<file path="src/rtl/pr_bridge_pkg.sv">
// Shared definitions for the processor-bus bridge: FSM state encoding and
// the default data word returned on an error completion.
package pr_bridge_pkg;

    localparam logic [1:0] IDLE   = 2'd0;
    localparam logic [1:0] ACCESS = 2'd1;
    localparam logic [1:0] RESP   = 2'd2;

    localparam logic [31:0] ERR_DATA_DEF = 32'hDEAD_BEEF;

endpackage

</file>
<file path="src/rtl/pr_addr_dec.sv">
// Combinational decoder: maps a 16-byte line address (byte address [31:4])
// onto a one-hot select over DEV_N consecutive device windows starting at BASE.
module pr_addr_dec
    import pr_bridge_pkg::*;
#(
    parameter int          DEV_N = 2,
    parameter logic [31:0] BASE  = 32'h0000_7F00
) (
    input  logic [27:0]      lineAddr,
    output logic             hit,
    output logic [DEV_N-1:0] sel
);

    localparam logic [27:0] BASE_LINE = BASE[31:4];

    always_comb begin
        sel = '0;
        for (int i = 0; i < DEV_N; i++) begin
            if (lineAddr == BASE_LINE + 28'(i)) begin
                sel[i] = 1'b1;
            end
        end
        hit = |sel;
    end

endmodule

</file>
<file path="src/rtl/pr_bridge.sv">
// Processor-bus bridge between the multi-cycle MIPS core and up to six
// memory-mapped peripherals, with a ready/timeout handshake and IRQ flops.
module pr_bridge
    import pr_bridge_pkg::*;
#(
    parameter int          DEV_N    = 2,
    parameter logic [31:0] BASE     = 32'h0000_7F00,
    parameter int          TIMEOUT  = 15,
    parameter logic [31:0] ERR_DATA = ERR_DATA_DEF
) (
    input  logic                  clk,
    input  logic                  rst,
    input  logic                  PrReq,
    input  logic [29:0]           PrAddr,
    input  logic [3:0]            BE,
    input  logic [31:0]           PrWD,
    input  logic                  PrWe,
    output logic [31:0]           PrRD,
    output logic                  PrRdy,
    output logic                  PrErr,
    output logic [DEV_N-1:0]      DevSel,
    output logic [1:0]            DevAddr,
    output logic [3:0]            DevBE,
    output logic [31:0]           DevWD,
    output logic                  DevWe,
    input  logic [32*DEV_N-1:0]   DevRD,
    input  logic [DEV_N-1:0]      DevRdy,
    input  logic [DEV_N-1:0]      DevIrq,
    output logic [5:0]            HWInt
);

    localparam logic [7:0] CNT_LAST = 8'(TIMEOUT - 1);

    logic [1:0]       state;
    logic [1:0]       offLat;
    logic [3:0]       beLat;
    logic [31:0]      wdLat;
    logic             weLat;
    logic [DEV_N-1:0] selLat;
    logic             errLat;
    logic [31:0]      dataLat;
    logic [7:0]       cnt;
    logic [5:0]       irqReg;

    logic             decHit;
    logic [DEV_N-1:0] decSel;
    logic             devRdyHit;
    logic [31:0]      devData;
    logic [5:0]       irqVec;

    pr_addr_dec #(
        .DEV_N (DEV_N),
        .BASE  (BASE)
    ) uDec (
        .lineAddr (PrAddr[29:2]),
        .hit      (decHit),
        .sel      (decSel)
    );

    // Only the latched device's acknowledge and data are considered.
    always_comb begin
        devData = '0;
        for (int i = 0; i < DEV_N; i++) begin
            if (selLat[i]) begin
                devData = DevRD[32*i +: 32];
            end
        end
        devRdyHit = |(DevRdy & selLat);
    end

    always_comb begin
        irqVec = '0;
        irqVec[DEV_N-1:0] = DevIrq;
    end

    always_ff @(posedge clk or posedge rst) begin
        if (rst) begin
            state   <= IDLE;
            offLat  <= '0;
            beLat   <= '0;
            wdLat   <= '0;
            weLat   <= 1'b0;
            selLat  <= '0;
            errLat  <= 1'b0;
            dataLat <= '0;
            cnt     <= '0;
        end else begin
            case (state)
                IDLE: begin
                    if (PrReq) begin
                        offLat <= PrAddr[1:0];
                        beLat  <= BE;
                        wdLat  <= PrWD;
                        weLat  <= PrWe;
                        selLat <= decSel;
                        cnt    <= '0;
                        if (decHit) begin
                            state <= ACCESS;
                        end else begin
                            errLat  <= 1'b1;
                            dataLat <= ERR_DATA;
                            state   <= RESP;
                        end
                    end
                end
                ACCESS: begin
                    cnt <= cnt + 8'd1;
                    if (devRdyHit) begin
                        errLat  <= 1'b0;
                        dataLat <= weLat ? 32'd0 : devData;
                        state   <= RESP;
                    end else if (cnt == CNT_LAST) begin
                        errLat  <= 1'b1;
                        dataLat <= ERR_DATA;
                        state   <= RESP;
                    end
                end
                RESP: begin
                    cnt   <= '0;
                    state <= IDLE;
                end
                default: state <= IDLE;
            endcase
        end
    end

    // Interrupt path runs independently of the access FSM.
    always_ff @(posedge clk or posedge rst) begin
        if (rst) begin
            irqReg <= '0;
        end else begin
            irqReg <= irqVec;
        end
    end

    assign HWInt   = irqReg;
    assign DevSel  = (state == ACCESS) ? selLat : '0;
    assign DevWe   = (state == ACCESS) & weLat;
    assign DevAddr = offLat;
    assign DevBE   = beLat;
    assign DevWD   = wdLat;
    assign PrRdy   = (state == RESP);
    assign PrErr   = (state == RESP) & errLat;
    assign PrRD    = (state == RESP) ? dataLat : 32'd0;

endmodule

</file>
<file path="config.mk">
export PLATFORM = sky130hd
export DESIGN_NAME = pr_bridge
export DESIGN_NICKNAME = d
export VERILOG_FILES = /design/src/rtl/pr_bridge_pkg.sv /design/src/rtl/pr_addr_dec.sv /design/src/rtl/pr_bridge.sv
export SDC_FILE = /design/constraint.sdc
export NUM_CORES = 1
export LEC_CHECK = 0
export BUFFER_PORTS_ARGS = -buffer_cell sky130_fd_sc_hd__buf_2
export CORE_ASPECT_RATIO = 1.4
export CORE_MARGIN = 4
export CORE_UTILIZATION = 46
export CTS_BUF_LIST = sky130_fd_sc_hd__clkbuf_4 sky130_fd_sc_hd__clkbuf_8
export CTS_CLUSTER_SIZE = 25
export DETAILED_ROUTE_END_ITERATION = 10
export PLACE_DENSITY = 0.82
export SYNTH_ARGS = -nofsm -noshare
export SYNTH_HDL_FRONTEND = slang
export SYNTH_SLANG_ARGS = --single-unit
</file>
<file path="constraint.sdc">
create_clock -name clk -period 4 [get_ports clk]
set_input_delay 0.8 -clock clk [delete_from_list [all_inputs] [get_ports clk]]
set_output_delay 0.8 -clock clk [all_outputs]
set_load 0.02 [all_outputs]
</file>
==> flow_metrics.py, run 1 <==
metrics = {
    "outcome": {
        "outcome": "completed",
    },
    "synthesis": {
        "synth_flop_cell": "dfrtp_1",
        "synth_warnings": 0,
        "synth_edf_count": 0,
        "synth.distinct_cells": 39,
        "async_reset_ff_share_pct": 100,
        "ys_ff_latch": 86,
        "synth_most_common_cell": "nand2_1",
        "syn_inst": 438,
        "yosysTopAreaCell": "dfrtp_1",
        "syn_avg_cell_area_um2": 9.25,
        "synth_top_area_share_pct": 53.1,
        "synthTopCellsByArea": "dfrtp_1 53%, nand2_1 12%, a22oi_1 5.9%, and2_1 5.7%, o21a_1 4.6%",
        "yosys-top-cells-count": "129 x nand2_1, 86 x dfrtp_1, 37 x and2_1, 35 x o21ai_0, 32 x a22oi_1",
        "syn_area_um2": 4050,
        "synth.yosys.seq_area_share_pct": 53.1,
    },
    "sta": {
        "max_slew_margin_pct": 17.8,
        "finalSetupTns_ps": 0,
        "fmax_mhz": 360,
        "slew_violations": 0,
        "worst_slew_pin_slew_ps": 1230,
        "finalClockSkew_ps": 13.5,
        "hold_viol": 0,
        "worst_slack_ps": 1220,
        "fin_crit_ps": 2780,
        "setup_viol": 0,
        "rsz0062_at_grt": "false",
        "fin_crit_sh_pct": 69.5,
    },
    "global_routing": {
        "grt_first_pass_wirelength_um": 18300,
        "grt_max_degree": 45,
        "grt_pass1_vias": 3909,
        "antenna_found_initial": 0,
        "grt_busiest_layer": "met2",
        "global_route.usage.met1_pct": 26.1,
        "use_met2_pct": 38.0,
        "grt_overflow": 0,
        "use_met3_pct": 7.13,
        "track_usage_pct": 22.3,
    },
    "placement": {
        "place.gp.congestion": 0.846,
        "hpwlAfterDp_um": 8700,
        "post-place-ws_ps": 1540,
        "numPortBuffers": 214,
    },
    "detailed_routing": {
        "drt-vias-per-instance": 5.12,
        "drtPass1Iterations": 4,
        "drtIter0Drc": 145,
        "routed_wl_um": 11300,
        "antenna_left": 0,
        "drc_errors": 0,
        "vias": 3828,
        "wl_per_cell_um": 15.1,
    },
    "cells_and_area": {
        "post-route-util_pct": 62.2,
        "area_growth_pct": 32.1,
        "num_antenna_cells": 0,
        "fillers": 757,
        "seqCellArea_um2": 2150,
        "drive_gt1_share_pct": 38.4,
        "nNetsFinal": 778,
        "multiInputGateArea_um2": 1700,
    },
    "clock_tree": {
        "cts.clk_slew.worst_paths_ps": 80,
        "clock-sinks": 86,
        "clk_latency_ps": 350,
        "cts_hold_buf": 0,
        "clockBufferDepth": 2,
        "postCtsSetupRepairBufs": 0,
        "cts-buffers-inserted": 9,
        "cts_resized": 0,
        "clockRootBuffer": "clkbuf_8",
        "tritoncts": "yes",
        "ctsHtreeMaxLevel": 3,
    },
    "pwr": {
        "power.density_nw_per_um2": 369,
        "vdd_drop_max_v": 0.000249,
        "p_leak_nw": 2.67,
    },
    "worst_setup_path": {
        "critPathArrivalTime_ps": 1980,
        "cp_max_fo": 34,
        "r2r_cells": 4,
        "ff2ff_setup_slack_ps": 1920,
        "critical_path_class": "flop to output port",
        "cp-endpoint": "PrRD[26]",
        "crit_path_start": "state[0]$_DFFE_PP0P_",
        "cp-end-kind": "output port",
        "crit_required_ps": 3200,
        "r2r_end": "dataLat[11]$_DFFE_PP0P_",
        "start_kind": "flop",
        "reg2reg_from": "selLat[0]$_DFFE_PP0P_",
    },
    "floorplan": {
        "core-area_um2": 8610,
        "start_util_pct": 47.1,
        "io_pins": 219,
        "chipWidth_um": 87.3,
        "die_area_um2": 10400,
        "die_y_um": 119,
        "core.rowCount": 40,
    },
    "hold_path": {
        "hp-class": "flop to flop",
    },
    "job": {
        "cap_violations": 0,
    },
}
-- where the power goes --
group          switching [mW]  internal, mW
registers              0.0368         0.921
clock network           0.304         0.358
logic                   0.224         0.132
-- stage by stage --
stage               hold WS, ps  cell area (µm²)  cells  power, mW
floorplan                   452             4060    441       1.17
global placement            453             5130    732       1.33
detailed placement          458             5130    732       1.34
CTS                         479             5350    748       2.00
global route                499             5350    748       2.08
finish                      471             5350    748       1.98
-- cell type report --
cell class                      instances  share of cell area [%]
Tap cell                              105                    2.45
Timing Repair Buffer                  220                    20.9
Inverter                               10                   0.725
Multi-Input combinational cell        311                    31.7
Clock buffer                           10                    2.45
Clock inverter                          6                    1.61
Sequential cell                        86                    40.2
-- how the worst min path moves through the flow --
stage | cells past startpoint | start | to | slack [ps]
6_report | 2 | DevWD[7]$_DFFE_PP0P_ | DevWD[7]$_DFFE_PP0P_ | 470
5_1_grt | 2 | DevWD[9]$_DFFE_PP0P_ | DevWD[9]$_DFFE_PP0P_ | 500
4_1_cts | 2 | DevWD[7]$_DFFE_PP0P_ | DevWD[7]$_DFFE_PP0P_ | 480
3_5_place_dp | 2 | DevWD[19]$_DFFE_PP0P_ | DevWD[19]$_DFFE_PP0P_ | 460
3_3_place_gp | 2 | DevWD[7]$_DFFE_PP0P_ | DevWD[7]$_DFFE_PP0P_ | 450
2_1_floorplan | 1 | errLat$_DFFE_PP0P_ | errLat$_DFFE_PP0P_ | 450
-- cell usage in the layout (no fill, tap or decap), drive strengths merged, types with 2 or more instances in the layout --
cell type,n
a22oi,33
o21ai,37
nand2,129
buf,220
nor3,2
nand3,5
ha,2
and2,38
nor2,5
nor2b,3
xor2,3
bufinv,2
nor4,4
clkinv,4
and4,2
inv,9
dfrtp,86
o22ai,8
nand4,2
clkbuf,10
o21a,25
conb,4
-- sequential cells by signal (all words and copies together), names as in the netlist, 2 cells and up --
register / count
DevAddr: 2
DevBE: 4
DevWD: 32
HWInt: 2
cnt: 8
dataLat: 32
selLat: 2
state: 2
-- kinds of logic (layout without fill, tap and decap cells) --
logic type	Yosys count	after routing	share of synthesized area [%]
adders and majority gates	2	2	0.618
and+or+nand+nor	194	194	22.0
buffers and inverters	44	246	5.40
DFF	86	86	53.1
AOI/OAI and AO/OA	107	107	17.9
muxes	1	1	0.278
xor gates and xnor gates	3	3	0.649
other	1	4	0.0926
-- critical path, stage by stage, from the launching register on --
cell	delay, ps
dfrtp_1	460
nor2b_2	770
and2_1	240
buf_2	160
-- metal layers --
layer  vias to the layer above  routed length (µm)
met5                         -                   0
met4                         0                 206
met3                        17                1230
met2                       184                5680
met1                      1760                4210
li1                       1867                   -
Power figures use the tool's default switching activity.
==> run 2, diff against run 1 <==
ABC_AREA = 1   (was unset)
CORE_UTILIZATION = 44   (was 46)
PLACE_DENSITY = 0.79   (was 0.82)
clock period = 2.39 ns   (was 4 ns; I/O delays follow)
==> run 2 against run 1 <==
  * Wire length increased by 6.9%
  * Clock-buffer cell count unchanged
  * Clock power increased by 84%
  * Flip-flop and latch count unchanged
  * Highest routed layer unchanged
  * Total power increased by 86%
  * Global-route usage decreased by 2.7 points
  * Setup slack got worse by 970 ps
  * Die area increased by 18%
==> flow_metrics.py, run 2 <==
metrics = {
    "synthesis": {
        "async_reset_ff_share_pct": 100,
        "synth_flop_cell": "dfrtp_1",
        "synth-adder-area-share_pct": 0.540,
        "synthTopCellsByArea": "dfrtp_1 46%, nand2_1 18%, mux2_2 9.2%, nand3_1 6.8%, inv_1 5.3%",
        "synth_top_area_share_pct": 46.4,
        "synth_top_family_by_area": "simple AND/OR/NAND/NOR gates",
        "synth-simple-area-share_pct": 31.7,
        "synth_warnings": 0,
        "synth_most_common_cell": "nand2_1",
        "synth_mux_area_share_pct": 9.23,
        "syn_area_um2": 4640,
        "yosys-top-cells-count": "219 x nand2_1, 86 x dfrtp_1, 65 x inv_1, 63 x nand3_1, 55 x nor2_1",
        "ys_ff_latch": 86,
        "syn_inst": 599,
        "syn_avg_cell_area_um2": 7.74,
        "synth.yosys.seq_area_share_pct": 46.4,
        "synth_compound_area_share_pct": 2.11,
        "synth_edf_count": 0,
        "synth.distinct_cells": 24,
        "yosys.area_share.xor_xnor_pct": 0,
        "yosysTopAreaCell": "dfrtp_1",
    },
    "sta": {
        "fin_crit_ps": 2140,
        "worst_slew_pin_slew_ps": 605,
        "slew_violations": 0,
        "fin_crit_sh_pct": 89.7,
        "rsz0062_at_grt": "false",
        "finalClockSkew_ps": 7.39,
        "max_slew_margin_pct": 59.7,
        "fmax_mhz": 467,
        "finalSetupTns_ps": 0,
        "setup_viol": 0,
        "hold_viol": 0,
    },
    "worst_setup_path": {
        "cp_max_fo": 33,
        "critPathArrivalTime_ps": 1660,
        "crit_required_ps": 1910,
        "r2r_end": "dataLat[3]$_DFFE_PP0P_",
        "ff2ff_setup_slack_ps": 450,
        "critical_path_class": "flop to output port",
        "reg2reg_from": "cnt[0]$_DFFE_PP0P_",
        "r2r_cells": 9,
        "start_kind": "flop",
        "cp-end-kind": "output port",
    },
    "clock_tree": {
        "cts_hold_buf": 0,
        "clock-sinks": 86,
        "cts_resized": 0,
        "clockBufferDepth": 2,
        "postCtsSetupRepairBufs": 0,
        "tritoncts": "yes",
        "cts-buffers-inserted": 9,
        "clk_latency_ps": 360,
        "clockRootBuffer": "clkbuf_8",
        "ctsHtreeMaxLevel": 3,
        "cts.clk_slew.worst_paths_ps": 90,
    },
    "pwr": {
        "p_leak_nw": 3.35,
        "vdd_drop_max_v": 0.000334,
        "total_power_mw": 3.67,
        "power.density_nw_per_um2": 607,
    },
    "detailed_routing": {
        "drtIter0Drc": 193,
        "routed_wl_um": 12100,
        "drc_errors": 0,
        "drtPass1Iterations": 4,
        "drt-vias-per-instance": 4.70,
        "vias": 4455,
        "antenna_left": 0,
        "wl_per_cell_um": 12.8,
    },
    "global_routing": {
        "grt_max_degree": 46,
        "track_usage_pct": 19.6,
        "grt_first_pass_wirelength_um": 19000,
        "grt_pass1_vias": 4127,
        "grt_overflow": 0,
        "antenna_found_initial": 0,
    },
    "outcome": {
        "outcome": "completed",
    },
    "cells_and_area": {
        "seqCellArea_um2": 2150,
        "multiInputGateArea_um2": 2040,
        "area_growth_pct": 30.4,
        "nNetsFinal": 946,
        "final_cell_mix": "219 x nand2_1, 214 x buf_2, 86 x dfrtp_1, 64 x inv_1, 63 x nand3_1",
        "num_antenna_cells": 0,
        "fillers": 992,
        "final_common_cell": "nand2_1",
        "drive_gt1_share_pct": 36.5,
    },
    "placement": {
        "place.gp.congestion": 0.780,
        "hpwlAfterDp_um": 9180,
        "numPortBuffers": 214,
    },
    "floorplan": {
        "io_pins": 219,
        "start_util_pct": 44.8,
        "die_area_um2": 12300,
        "core.rowCount": 44,
        "chipWidth_um": 94.8,
        "core-area_um2": 10300,
        "die_y_um": 129,
    },
    "hold_path": {
        "holdPathStages": 1,
        "hp-class": "primary input to flop",
        "min_to": "HWInt[1]$_DFF_PP0_",
        "min_from": "DevIrq[1]",
    },
    "job": {
        "cap_violations": 0,
    },
}
==> run 2: cells by family after synthesis <==
logic type               Yosys count
multiplexers                      38
AND/OR/NAND/NOR                  350
flip-flops                        86
buffers and inverters            104
adder cells (fa/ha/maj)            2
AO/OA/AOI/OAI                     18
other                              1
==> run 2: critical path, cell delays in order (launching register included) <==
cell	delay [ps]
dfrtp_1	500
inv_1	90
nor2_1	130
inv_1	50
buf_4	240
nor2_1	130
buf_2	170
==> run 2: worst max path at each step <==
stage                              start  cells after the start                      end
global placement      cnt[0]$_DFFE_PP0P_                      9  dataLat[27]$_DFFE_PP0P_
CTS                 state[1]$_DFFE_PP0P_                      6                 PrRD[27]
floorplan           state[1]$_DFFE_PP0P_                      5                 PrRD[10]
global route        state[1]$_DFFE_PP0P_                      6                  PrRD[8]
finish              state[1]$_DFFE_PP0P_                      6                 PrRD[27]
detailed placement    cnt[0]$_DFFE_PP0P_                      9   dataLat[3]$_DFFE_PP0P_
==> run 2: final cells by class <==
class / count / area share, %
Timing Repair Buffer: 226 / 19.4
Multi-Input combinational cell: 412 / 33.7
Clock inverter: 5 / 1.78
Sequential cell: 86 / 35.6
Tap cell: 138 / 2.86
Inverter: 71 / 4.47
Clock buffer: 10 / 2.17
==> run 2: power breakdown <==
group / switching [mW] / internal [mW]
sequential: 0.0763 / 1.60
clock: 0.515 / 0.706
combinational: 0.455 / 0.314
total: 1.05 / 2.62
==> run 2: routing by layer <==
metal	GRT usage [%]	up-vias	share of wire, %
met2	33.8	154	52
met1	24.4	2022	40
met5	0	-	0
met4	7.39	0	2.2
met3	3.31	23	6.4
li1	-	2256	-
==> run 2: per-stage QoR <==
step	area [µm²]	utilization, %	worst slack (ps)	hold WS, ps	std cells
after detailed placement	5800	56.1	441	459	933
after global routing	6040	58.4	106	200	948
after CTS	6040	58.4	238	203	948
after global placement	5800	56.1	461	454	933
final	6040	58.4	247	216	948
after floorplan	4650	-	360	442	602
